<file path="config.mk">
export PLATFORM = sky130hd
export DESIGN_NAME = e1_byte_serializer_flat
export DESIGN_NICKNAME = d
export VERILOG_FILES = /design/src/rtl/e1_byte_serializer_pkg.sv /design/src/rtl/e1_byte_serializer_if.sv /design/src/rtl/e1_byte_fifo.sv /design/src/rtl/e1_byte_serializer.sv /design/src/flat_wrapper.sv
export SDC_FILE = /design/constraint.sdc
export NUM_CORES = 1
export LEC_CHECK = 0
export CAP_MARGIN = 40
export CORE_MARGIN = 5
export CORE_UTILIZATION = 49
export CTS_CLUSTER_SIZE = 14
export DETAILED_ROUTE_END_ITERATION = 7
export PLACE_DENSITY = 0.73
export SLEW_MARGIN = 20
export SYNTH_ARGS = -nofsm -noshare
export SYNTH_HDL_FRONTEND = slang
export SYNTH_HIERARCHICAL = 1
export SYNTH_SLANG_ARGS = --single-unit
</file>
<file path="constraint.sdc">
create_clock -name Ck -period 6.2 [get_ports Ck]
set_input_delay 1.24 -clock Ck [delete_from_list [all_inputs] [get_ports Ck]]
set_output_delay 1.24 -clock Ck [all_outputs]
set_load 0.05 [all_outputs]
</file>
<file path="src/rtl/e1_byte_serializer_pkg.sv">
// Shared constants and types for the E1 byte serializer.
// Widths of the FIFO entry fields and the serializer state encoding live here.
// Bit order on the serial side is MSB-first.
package e1_byte_serializer_pkg;

  localparam int E1N_DEF = 7;   // number of E1 tributaries
  localparam int E1W_DEF = 3;   // channel number width
  localparam int IAW_DEF = 4;   // input FIFO address width
  localparam int DAT_W   = 8;   // data field width of an entry
  localparam int NB_W    = 4;   // valid-bit count field width of an entry

  // The bit on the wire is always the top bit of the shift register.
  localparam int MSB_BIT = DAT_W - 1;

  typedef enum logic {
    S_IDLE  = 1'b0,
    S_SHIFT = 1'b1
  } ser_state_e;

  // Oversize bit counts are shortened to a full byte before storage.
  function automatic logic [NB_W-1:0] clamp_nb(input logic [NB_W-1:0] nb);
    return (nb > NB_W'(DAT_W)) ? NB_W'(DAT_W) : nb;
  endfunction

endpackage

</file>
<file path="src/rtl/e1_byte_serializer_if.sv">
// Byte-wide tributary input bus of the serializer.
// Master offers Byte_DV/Cha/Dat/Nb; slave answers with Byte_Rdy.
// A byte moves when CE & Byte_DV & Byte_Rdy.
interface e1_byte_serializer_if #(
  parameter int E1W = e1_byte_serializer_pkg::E1W_DEF
) ();
  import e1_byte_serializer_pkg::*;

  logic             Byte_DV;
  logic [E1W-1:0]   Byte_Cha;
  logic [DAT_W-1:0] Byte_Dat;
  logic [NB_W-1:0]  Byte_Nb;
  logic             Byte_Rdy;

  modport master (output Byte_DV, Byte_Cha, Byte_Dat, Byte_Nb, input Byte_Rdy);
  modport slave  (input Byte_DV, Byte_Cha, Byte_Dat, Byte_Nb, output Byte_Rdy);

endinterface

</file>
<file path="src/rtl/e1_byte_fifo.sv">
// Single-clock CE-gated FIFO holding serializer input entries, with occupancy count.
// Latency: a pushed entry is readable (first-word fall-through) from the next CE cycle.
// Backpressure: none generated here; pushes into a full FIFO are ignored.
module e1_byte_fifo #(
  parameter int W  = 15,
  parameter int AW = 4
) (
  input  logic         clk,
  input  logic         rst,
  input  logic         ce,
  input  logic         push,
  input  logic [W-1:0] wr_dat,
  input  logic         pop,
  output logic [W-1:0] rd_dat,
  output logic         empty,
  output logic [AW:0]  fill,
  output logic [AW:0]  fill_nxt
);
  localparam int DEPTH = 2 ** AW;

  logic [W-1:0]  mem_q [DEPTH];
  logic [AW-1:0] wr_ptr_q, wr_ptr_d;
  logic [AW-1:0] rd_ptr_q, rd_ptr_d;
  logic [AW:0]   fill_q, fill_d;
  logic          do_push, do_pop;

  // Pointer and occupancy update; nothing moves outside CE cycles.
  always_comb begin
    do_push  = ce & push & (fill_q != (AW+1)'(DEPTH));
    do_pop   = ce & pop & (fill_q != '0);
    wr_ptr_d = wr_ptr_q;
    rd_ptr_d = rd_ptr_q;
    fill_d   = fill_q;
    if (do_push) wr_ptr_d = wr_ptr_q + 1'b1;
    if (do_pop)  rd_ptr_d = rd_ptr_q + 1'b1;
    case ({do_push, do_pop})
      2'b10:   fill_d = fill_q + 1'b1;
      2'b01:   fill_d = fill_q - 1'b1;
      default: fill_d = fill_q;
    endcase
  end

  // Pointer and occupancy registers with synchronous reset.
  always_ff @(posedge clk) begin
    if (rst) begin
      wr_ptr_q <= '0;
      rd_ptr_q <= '0;
      fill_q   <= '0;
    end else begin
      wr_ptr_q <= wr_ptr_d;
      rd_ptr_q <= rd_ptr_d;
      fill_q   <= fill_d;
    end
  end

  // Storage array; stale contents are never read because fill gates the reads.
  always_ff @(posedge clk) begin
    if (do_push) mem_q[wr_ptr_q] <= wr_dat;
  end

  assign rd_dat   = mem_q[rd_ptr_q];
  assign empty    = (fill_q == '0);
  assign fill     = fill_q;
  assign fill_nxt = fill_d;

endmodule

</file>
<file path="src/rtl/e1_byte_serializer.sv">
// Buffers tagged E1 tributary bytes and emits them MSB-first, one bit per CE cycle.
// Latency: byte accepted in CE cycle n -> first bit valid in CE cycle n+2; back-to-back bytes stream without gaps.
// Backpressure: Byte_Rdy (registered) drops at Fill = 2**IAW-1; bytes offered while low are dropped and flagged in Ovf.
module e1_byte_serializer
  import e1_byte_serializer_pkg::*;
#(
  parameter int E1N = E1N_DEF,
  parameter int E1W = E1W_DEF,
  parameter int IAW = IAW_DEF
) (
  input  logic                Ck,
  input  logic                Rs,
  input  logic                CE,
  e1_byte_serializer_if.slave byte_if,
  input  logic                Ovf_Clr,
  output logic                Mux_E1_DV,
  output logic [E1W-1:0]      Mux_E1_Cha,
  output logic                Mux_E1_Dat,
  output logic                Ovf,
  output logic                Err,
  output logic [IAW:0]        Fill
);
  localparam int EW    = E1W + DAT_W + NB_W;
  localparam int DEPTH = 2 ** IAW;

  ser_state_e       state_q, state_d;
  logic [DAT_W-1:0] shift_q, shift_d;
  logic [NB_W-1:0]  cnt_q, cnt_d;
  logic [E1W-1:0]   cha_q, cha_d;
  logic [E1W-1:0]   cha_hold_q, cha_hold_d;
  logic             dat_hold_q, dat_hold_d;
  logic             rdy_q, rdy_d;
  logic             ovf_q, ovf_d;
  logic             err_q, err_d;

  logic             accept, cha_bad, nb_zero, nb_big, push, pop, empty;
  logic [EW-1:0]    wr_dat, rd_dat;
  logic [E1W-1:0]   rd_cha;
  logic [DAT_W-1:0] rd_byte;
  logic [NB_W-1:0]  rd_nb;
  logic [IAW:0]     fifo_fill, fifo_fill_nxt;

  // Qualify the offered byte: Nb=0 and bad channels are not stored, oversize Nb is clamped.
  always_comb begin
    accept  = CE & byte_if.Byte_DV & rdy_q;
    cha_bad = 32'(byte_if.Byte_Cha) >= E1N;
    nb_zero = (byte_if.Byte_Nb == '0);
    nb_big  = (byte_if.Byte_Nb > NB_W'(DAT_W));
    push    = accept & ~cha_bad & ~nb_zero;
    wr_dat  = {byte_if.Byte_Cha, byte_if.Byte_Dat, clamp_nb(byte_if.Byte_Nb)};
  end

  e1_byte_fifo #(
    .W  (EW),
    .AW (IAW)
  ) u_fifo (
    .clk      (Ck),
    .rst      (Rs),
    .ce       (CE),
    .push     (push),
    .wr_dat   (wr_dat),
    .pop      (pop),
    .rd_dat   (rd_dat),
    .empty    (empty),
    .fill     (fifo_fill),
    .fill_nxt (fifo_fill_nxt)
  );

  assign {rd_cha, rd_byte, rd_nb} = rd_dat;

  // Serializer next state: load from the FIFO when idle, reload on the last bit to avoid gaps.
  always_comb begin
    state_d    = state_q;
    shift_d    = shift_q;
    cnt_d      = cnt_q;
    cha_d      = cha_q;
    dat_hold_d = dat_hold_q;
    cha_hold_d = cha_hold_q;
    pop        = 1'b0;
    if (CE) begin
      case (state_q)
        S_IDLE: begin
          if (!empty) begin
            pop     = 1'b1;
            shift_d = rd_byte;
            cnt_d   = rd_nb;
            cha_d   = rd_cha;
            state_d = S_SHIFT;
          end
        end
        S_SHIFT: begin
          dat_hold_d = shift_q[MSB_BIT];
          cha_hold_d = cha_q;
          shift_d    = {shift_q[DAT_W-2:0], 1'b0};
          cnt_d      = cnt_q - 1'b1;
          if (cnt_q == NB_W'(1)) begin
            if (!empty) begin
              pop     = 1'b1;
              shift_d = rd_byte;
              cnt_d   = rd_nb;
              cha_d   = rd_cha;
            end else begin
              state_d = S_IDLE;
            end
          end
        end
        default: state_d = S_IDLE;
      endcase
    end
  end

  // Sticky flags and registered ready; a same-cycle set beats the clear.
  always_comb begin
    ovf_d = ovf_q;
    err_d = err_q;
    rdy_d = rdy_q;
    if (CE) begin
      if (Ovf_Clr) begin
        ovf_d = 1'b0;
        err_d = 1'b0;
      end
      if (byte_if.Byte_DV & ~rdy_q) ovf_d = 1'b1;
      if (accept & (cha_bad | nb_big)) err_d = 1'b1;
      rdy_d = 32'(fifo_fill_nxt) <= DEPTH - 2;
    end
  end

  // State registers with synchronous reset; reset discards any partial byte.
  always_ff @(posedge Ck) begin
    if (Rs) begin
      state_q    <= S_IDLE;
      shift_q    <= '0;
      cnt_q      <= '0;
      cha_q      <= '0;
      cha_hold_q <= '0;
      dat_hold_q <= 1'b0;
      rdy_q      <= 1'b0;
      ovf_q      <= 1'b0;
      err_q      <= 1'b0;
    end else begin
      state_q    <= state_d;
      shift_q    <= shift_d;
      cnt_q      <= cnt_d;
      cha_q      <= cha_d;
      cha_hold_q <= cha_hold_d;
      dat_hold_q <= dat_hold_d;
      rdy_q      <= rdy_d;
      ovf_q      <= ovf_d;
      err_q      <= err_d;
    end
  end

  assign Mux_E1_DV        = (state_q == S_SHIFT);
  assign Mux_E1_Dat       = Mux_E1_DV ? shift_q[MSB_BIT] : dat_hold_q;
  assign Mux_E1_Cha       = Mux_E1_DV ? cha_q : cha_hold_q;
  assign byte_if.Byte_Rdy = rdy_q;
  assign Ovf              = ovf_q;
  assign Err              = err_q;
  assign Fill             = fifo_fill;

endmodule

</file>
<file path="src/flat_wrapper.sv">
// flat-port wrapper written by rule: the top's interface ports become plain ports
module e1_byte_serializer_flat import e1_byte_serializer_pkg::*;
#(
  parameter int E1N = E1N_DEF,
  parameter int E1W = E1W_DEF,
  parameter int IAW = IAW_DEF
)
  (Ck, Rs, CE, Ovf_Clr, Mux_E1_DV, Mux_E1_Cha, Mux_E1_Dat, Ovf, Err, Fill, byte_if_Byte_DV, byte_if_Byte_Cha, byte_if_Byte_Dat, byte_if_Byte_Nb, byte_if_Byte_Rdy);
  e1_byte_serializer_if #(.E1W(E1W)) byte_if_i ();
  input  logic Ck;
  input  logic Rs;
  input  logic CE;
  input  logic Ovf_Clr;
  output logic Mux_E1_DV;
  output logic [E1W-1:0] Mux_E1_Cha;
  output logic Mux_E1_Dat;
  output logic Ovf;
  output logic Err;
  output logic [IAW:0] Fill;
  input wire logic [$bits(byte_if_i.Byte_DV)-1:0] byte_if_Byte_DV;
  input wire logic [$bits(byte_if_i.Byte_Cha)-1:0] byte_if_Byte_Cha;
  input wire logic [$bits(byte_if_i.Byte_Dat)-1:0] byte_if_Byte_Dat;
  input wire logic [$bits(byte_if_i.Byte_Nb)-1:0] byte_if_Byte_Nb;
  output wire logic [$bits(byte_if_i.Byte_Rdy)-1:0] byte_if_Byte_Rdy;
  assign byte_if_i.Byte_DV = byte_if_Byte_DV;
  assign byte_if_i.Byte_Cha = byte_if_Byte_Cha;
  assign byte_if_i.Byte_Dat = byte_if_Byte_Dat;
  assign byte_if_i.Byte_Nb = byte_if_Byte_Nb;
  assign byte_if_Byte_Rdy = byte_if_i.Byte_Rdy;
  e1_byte_serializer #(.E1N(E1N), .E1W(E1W), .IAW(IAW)) u_core (.Ck(Ck), .Rs(Rs), .CE(CE), .byte_if(byte_if_i), .Ovf_Clr(Ovf_Clr), .Mux_E1_DV(Mux_E1_DV), .Mux_E1_Cha(Mux_E1_Cha), .Mux_E1_Dat(Mux_E1_Dat), .Ovf(Ovf), .Err(Err), .Fill(Fill));
endmodule
</file>
# Word level (Yosys, flattened, before mapping)

Memories as Yosys holds them, arrays and structs flattened. A register that Yosys moved wholly into a read port is not among the register bits.
Cells that the tools add are included.

Add/sub/neg operators: 5
Magnitude comparators: 3
Equality and inequality tests: 6
Multiplexer cells: 28
Bitwise logic cells: 15
Reductions and logical operators: 9

Operators by type and width:

| kind                  | count |
|---|---|
| $mux W4               | 6 |
| $mux W8               | 3 |
| $pmux W8 S2           | 1 |
| $and A1 B1 Y1         | 10 |
| $mux W1               | 10 |
| $pmux W5 S2           | 1 |
| $mux W3               | 3 |
| $add A4 B1 Y4 const B | 2 |
| $pmux W4 S2           | 1 |
| $reduce_and A2 Y1     | 4 |
| $pmux W3 S2           | 1 |
| $add A5 B1 Y5 const B | 1 |
| $le A5 B4 Y1 const B  | 1 |
| $logic_not A5 Y1      | 1 |
| $ne A5 B5 Y1 const B  | 1 |
| $reduce_bool A5 Y1    | 1 |
| $sub A5 B1 Y5 const B | 1 |
| $eq A4 B1 Y1 const B  | 1 |
| $gt A4 B4 Y1 const B  | 1 |
| $logic_not A4 Y1      | 1 |
| $ne A2 B2 Y1 const B  | 2 |
| $not A1 Y1            | 4 |
| $pmux W1 S2           | 2 |
| $reduce_bool A2 Y1    | 2 |
| other kinds (5)       | 5 |

Register bits: 36
Memory bits (writable): 240
Input bits: 20
Memories: 1

Memories:

| memory              | words | width | rd ports | clocked after Yosys merged registers in | write ports | RTL line           | source |
|---|---|---|---|---|---|---|---|
| u_core.u_fifo.mem_q | 16    | 15    | 1        | 1                                       | 1           | e1_byte_fifo.sv:21 | `logic [W-1:0] mem_q [DEPTH];` |

# Longest topological paths before layout

Depth after elaboration: 10
Gate-level depth with buffers: 19
Gate-level depth less buffers: 17

# By module

Netlist, hierarchy kept.

By module, submodules not included:

| module             | instances | cells each | area an instance (sq um) | seq. area each (sq um) |
|---|---|---|---|---|
| e1_byte_fifo       | 1         | 456        | 10109.7                  | 7547.2 |
| e1_byte_serializer | 1         | 141        | 1132.3                   | 460.4 |

# Worst setup path after synthesis

No wires, ideal clock.

Path type: input to register
From: input CE
To: memory u_core.u_fifo.mem_q[0][0], enable pin
Library setup time: 0.426 ns
Data arrival time: 3.698 ns
Data required time: 5.774 ns
Setup slack: 2.076 ns
Cell stages on the path: 7
Path through: buf_2 > nand3_1 > nor3b_1 > nand2_1 > a21oi_1 > inv_2 > nor4_1

Cells in the longest elaborated chain, start to end: 8

RTL lines:

| element                       | RTL line                 | source |
|---|---|---|
| from (decl)                   | flat_wrapper.sv:12       | `input logic CE;` |
| $and A1 B1 Y1 (2 in series)   | e1_byte_serializer.sv:45 | `accept = CE & byte_if.Byte_DV & rdy_q;` |
| $and A1 B1 Y1 (2 in series)   | e1_byte_serializer.sv:49 | `push = accept & ~cha_bad & ~nb_zero;` |
| via u_core.push               | e1_byte_serializer.sv:36 | `logic accept, cha_bad, nb_zero, nb_big, push, pop, empty;` |
| $and A1 B1 Y1 (2 in series)   | e1_byte_fifo.sv:29       | `do_push = ce & push & (fill_q != (AW+1)'(DEPTH));` |
| $mux W1                       | e1_byte_fifo.sv:58       | `if (do_push) mem_q[wr_ptr_q] <= wr_dat;` |
| $mux W1 (implied by the code) | e1_byte_fifo.sv:58       |  |
| to (decl)                     | e1_byte_fifo.sv:21       |  |

The timed path passes the listed nets, and every way through them passes these cells.

# Final worst setup path

From: input CE
To: register u_core.rdy_q (netlist: u_core/byte_if.Byte_Rdy)

Cells in the longest elaborated chain, start to end: 9

RTL lines:

| element                                      | RTL line                  | source |
|---|---|---|
| $and A1 B1 Y1 * (2 in series)                | e1_byte_serializer.sv:45  |  |
| $and A1 B1 Y1 * (2 in series)                | e1_byte_serializer.sv:49  |  |
| via u_core.push                              | e1_byte_serializer.sv:36  |  |
| $and A1 B1 Y1 * (2 in series)                | e1_byte_fifo.sv:29        |  |
| $eq A2 B1 Y1 or $eq A2 B2 Y1 (tied branches) | e1_byte_fifo.sv:36        | `case ({do_push, do_pop})` |
| $pmux W5 S2 *                                | e1_byte_fifo.sv:36        |  |
| via u_core.fifo_fill_nxt[4]                  | e1_byte_serializer.sv:41  | `logic [IAW:0] fifo_fill, fifo_fill_nxt;` |
| $le A5 B4 Y1 *                               | e1_byte_serializer.sv:124 | `rdy_d = 32'(fifo_fill_nxt) <= DEPTH - 2;` |
| to (signal assigned)                         | e1_byte_serializer.sv:147 | `rdy_q <= rdy_d;` |
| to (decl)                                    | e1_byte_serializer.sv:32  | `logic rdy_q, rdy_d;` |

The timed path passes the listed nets; every way through them passes the cells marked *.
A chain may end at the register's enable or synchronous reset.

==> impl_metrics.json <==
{
  "outcome": "completed",
  "r2r_start": "u_core/u_fifo/fill[2]",
  "synth_top_family_by_area": "multiplexers",
  "cts_tree": "built",
  "initial_core_util_pct": 49.7,
  "dpl_cell_area_um2": 12000,
  "slowest_stage": "clkdlybuf4s50_1",
  "postCtsSetupBuffers": 0,
  "clk_latency_ps": 550,
  "p_leak_nw": 4.11,
  "die_y_um": 161,
  "whs_path_depth": 2,
  "synth_edf_count": 240,
  "design_area_um2": 12900,
  "synthArstFlopShare_pct": 0,
  "hp-start": "u_core/shift_q[6]",
  "h-tree-depth": 1,
  "max_cap_violations": 0,
  "regToRegEndpoint": "u_core/byte_if.Byte_Rdy",
  "grt_overflow": 0,
  "arrival_ps": 5240,
  "drtIter0Drc": 486,
  "synthAdderAreaFrac_pct": 1.11,
  "netlist_area_um2": 11200,
  "syn_nets": 627,
  "fin_ws_ps": 1450,
  "ir_worst_vdd_mv": 0.310,
  "cpMostUsedCell": "a21oi_1",
  "setup_violations": 0,
  "routed_via_density": 5.94,
  "cts_resized": 0,
  "yosys.area_share.xor_xnor_pct": 0.779,
  "portBuffers": 32,
  "pin_count": 33,
  "p_sw_mw": 0.760,
  "pre_cts_ws_ps": 1030,
  "rsz0062_at_grt": "no",
  "period_needed_ps": 4750,
  "netlist_instances": 597,
  "hp-class": "reg -> reg",
  "p_per_area_nw_per_um2": 290,
  "nNetsFinal": 681,
  "area_growth_pct": 14.7,
  "synth_seq_cells": 280,
  "pwr-share-comb_pct": 2.2,
  "muxShareOfSynthArea_pct": 16.6,
  "grt_util_all_layers_pct": 18.1,
  "pwr-share-clk_pct": 42.9,
  "power.share.switching_pct": 20.3,
  "hold_end": "u_core/shift_q[7]",
  "num_rows": 55,
  "hold_violations": 0,
  "synth-simple-area-share_pct": 5.12,
  "cts-root-buf": "clkbuf_16",
  "coreArea_um2": 22600,
  "yosysUniqueCellTypes": 49,
  "antennaDiodeCount": 0,
  "reg2reg_depth": 17,
  "synth_compound_area_share_pct": 2.99,
  "place_hpwl_um": 13400,
  "clk_path_buf_depth": 3,
  "path_cells": "clkdlybuf4s50_1, nand3_1, nor3b_1, nand2_1, a21oi_1, inv_2, ha_1, xor2_1, ha_1, and4b_1, a221oi_1, a21oi_1, xor2_1, a41o_1, nor2_1, a21oi_1, nor2_1",
  "clkSlewWorstSetupHoldPaths_ps": 60,
  "cp-end-kind": "flip-flop",
  "p_int_mw": 2.98,
  "drc_errors": 0,
  "synthFlopType": "edfxtp_1",
  "drt-total-wl_um": 23300,
  "slew_headroom_pct": 48.8,
  "final.setup.tns_ps": 0,
  "required_ps": 6680,
  "r2r_setup_slack_ps": 2230,
  "worst_slew_pin_slew_ps": 767,
  "worstSetupStartpoint": "CE",
  "startpoint_type": "input port",
  "grt_pass1_vias": 5924,
  "crit_fanout": 14,
  "wl_per_cell_um": 24.3,
  "final_cell_mix": "240 x edfxtp_1, 55 x mux4_2, 38 x dfxtp_1, 38 x nor2_1, 32 x clkdlybuf4s50_1",
  "fmax_mhz": 210,
  "die_x_um": 161,
  "antenna_found_initial": 0,
  "cts.sinks": 280,
  "gp_congestion": 0.812,
  "synth_warnings": 6,
  "layout_commonest_cell": "edfxtp_1",
  "drt_first_pass_iters": 5,
  "num_vias": 5693,
  "critPathMaxStageDelay_ps": 820,
  "cts_buffers": 29,
  "finalCritPeriodShare_pct": 76.7,
  "grt_pass1_wl_um": 35600,
  "final_antenna_net_count": 0,
  "worst_clock_skew_ps": 12.8,
  "pwr-share-seq_pct": 54.9,
  "drv_slew": 0,
  "grt_max_degree": 61,
  "nFillCells": 1634,
  "drive_above_1_share_pct": 20.6,
  "cts_hold_buf": 0,
  "yosysSeqAreaShare_pct": 71.2,
  "dieArea_um2": 26100,
  "critPathKind": "in -> reg",
  "avgSynthCellArea_um2": 18.8
}
[registers in the layout, indices dropped and copies added (netlist names), named ones only]
name / count
u_core/dat_hold_q: 1
u_core/u_fifo/fill: 5
u_core/cnt_q: 4
u_core/u_fifo/wr_ptr_q: 4
u_core/Mux_E1_DV: 1
u_core/byte_if.Byte_Rdy: 1
u_core/cha_hold_q: 3
u_core/Err: 1
u_core/shift_q: 8
u_core/Ovf: 1
u_core/cha_q: 3
u_core/u_fifo/rd_ptr_q: 4
u_core/u_fifo/mem_q: 240
[worst max-delay path by stage]
stage	endpoint	cells past startpoint	slack [ps]
2_1_floorplan	u_core/u_fifo/mem_q[0][0]	7	2080
3_3_place_gp	u_core/byte_if.Byte_Rdy	17	1290
3_5_place_dp	u_core/byte_if.Byte_Rdy	17	1030
4_1_cts	u_core/byte_if.Byte_Rdy	17	1570
5_1_grt	u_core/byte_if.Byte_Rdy	17	1170
6_report	u_core/byte_if.Byte_Rdy	17	1450
[worst max-delay path, delay by kind of cell]
kind	cells	cell delay [ps]
compound gates	5	1060
fa+ha+maj	2	580
simple gates	6	940
buf+inv	2	1020
xor+xnor	2	370
[through the flow]
stage,utilization [%],hold WS [ps],power (mW),cells
floorplan,-,445,2.13,597
global placement,52.5,465,2.17,896
detailed placement,52.9,478,2.17,902
CTS,56.8,484,3.77,956
global route,57.0,508,3.86,959
finish,57.0,483,3.74,959
[synth_stat cells (3+ instances only)]
cell | number | area (µm²)
a31oi_1 | 3 | 18.8
xnor2_1 | 4 | 35.0
mux4_2 | 55 | 1240
mux4_1 | 20 | 526
dfxtp_1 | 40 | 801
buf_6 | 6 | 67.6
nor3_1 | 6 | 30.0
mux2_2 | 6 | 67.6
edfxtp_1 | 240 | 7210
a21oi_1 | 13 | 65.1
inv_1 | 12 | 45.0
o21ai_0 | 7 | 35.0
and2_1 | 9 | 56.3
ha_1 | 10 | 125
nand2_1 | 25 | 93.8
buf_2 | 6 | 30.0
nor3b_1 | 3 | 22.5
mux2i_1 | 4 | 40.0
nor4_1 | 6 | 37.5
nor2b_1 | 10 | 62.6
xor2_1 | 6 | 52.6
a311oi_1 | 8 | 70.1
clkbuf_1 | 19 | 71.3
nand3_1 | 10 | 50.1
nor2_1 | 38 | 143
[logic make-up after synthesis]
logic type      Yosys count
mux                      85
flops                   280
buf+inv                  47
fa+ha+maj                10
simple gates            117
compound gates           48
xor+xnor                 10
[power by group through the flow]
stage	combinational [mW]	sequential [mW]	clock, mW
CTS	0.0813	2.05	1.64
global route	0.0894	2.05	1.72
global placement	0.0758	2.09	0
floorplan	0.0336	2.10	0
finish	0.0818	2.05	1.61
detailed placement	0.0806	2.09	0
[cell type report]
cell class	count	area, µm²	share of cell area, %
clock buffers	38	791	6.13
clock inverters	16	98.8	0.766
inverters	13	48.8	0.378
multi-input cells	270	3020	23.4
flip-flops and latches	280	8010	62.1
well taps	285	357	2.76
repair buffers	57	571	4.42
[per-layer routing]
layer	GRT usage, %	vias up	share of wire, %
li1	-	2522	-
met4	4.73	0	2.6
met1	24.1	2945	40
met5	0	-	0
met3	2.63	50	5.7
met2	31.7	176	51
(Power assumes the default switching activity.)
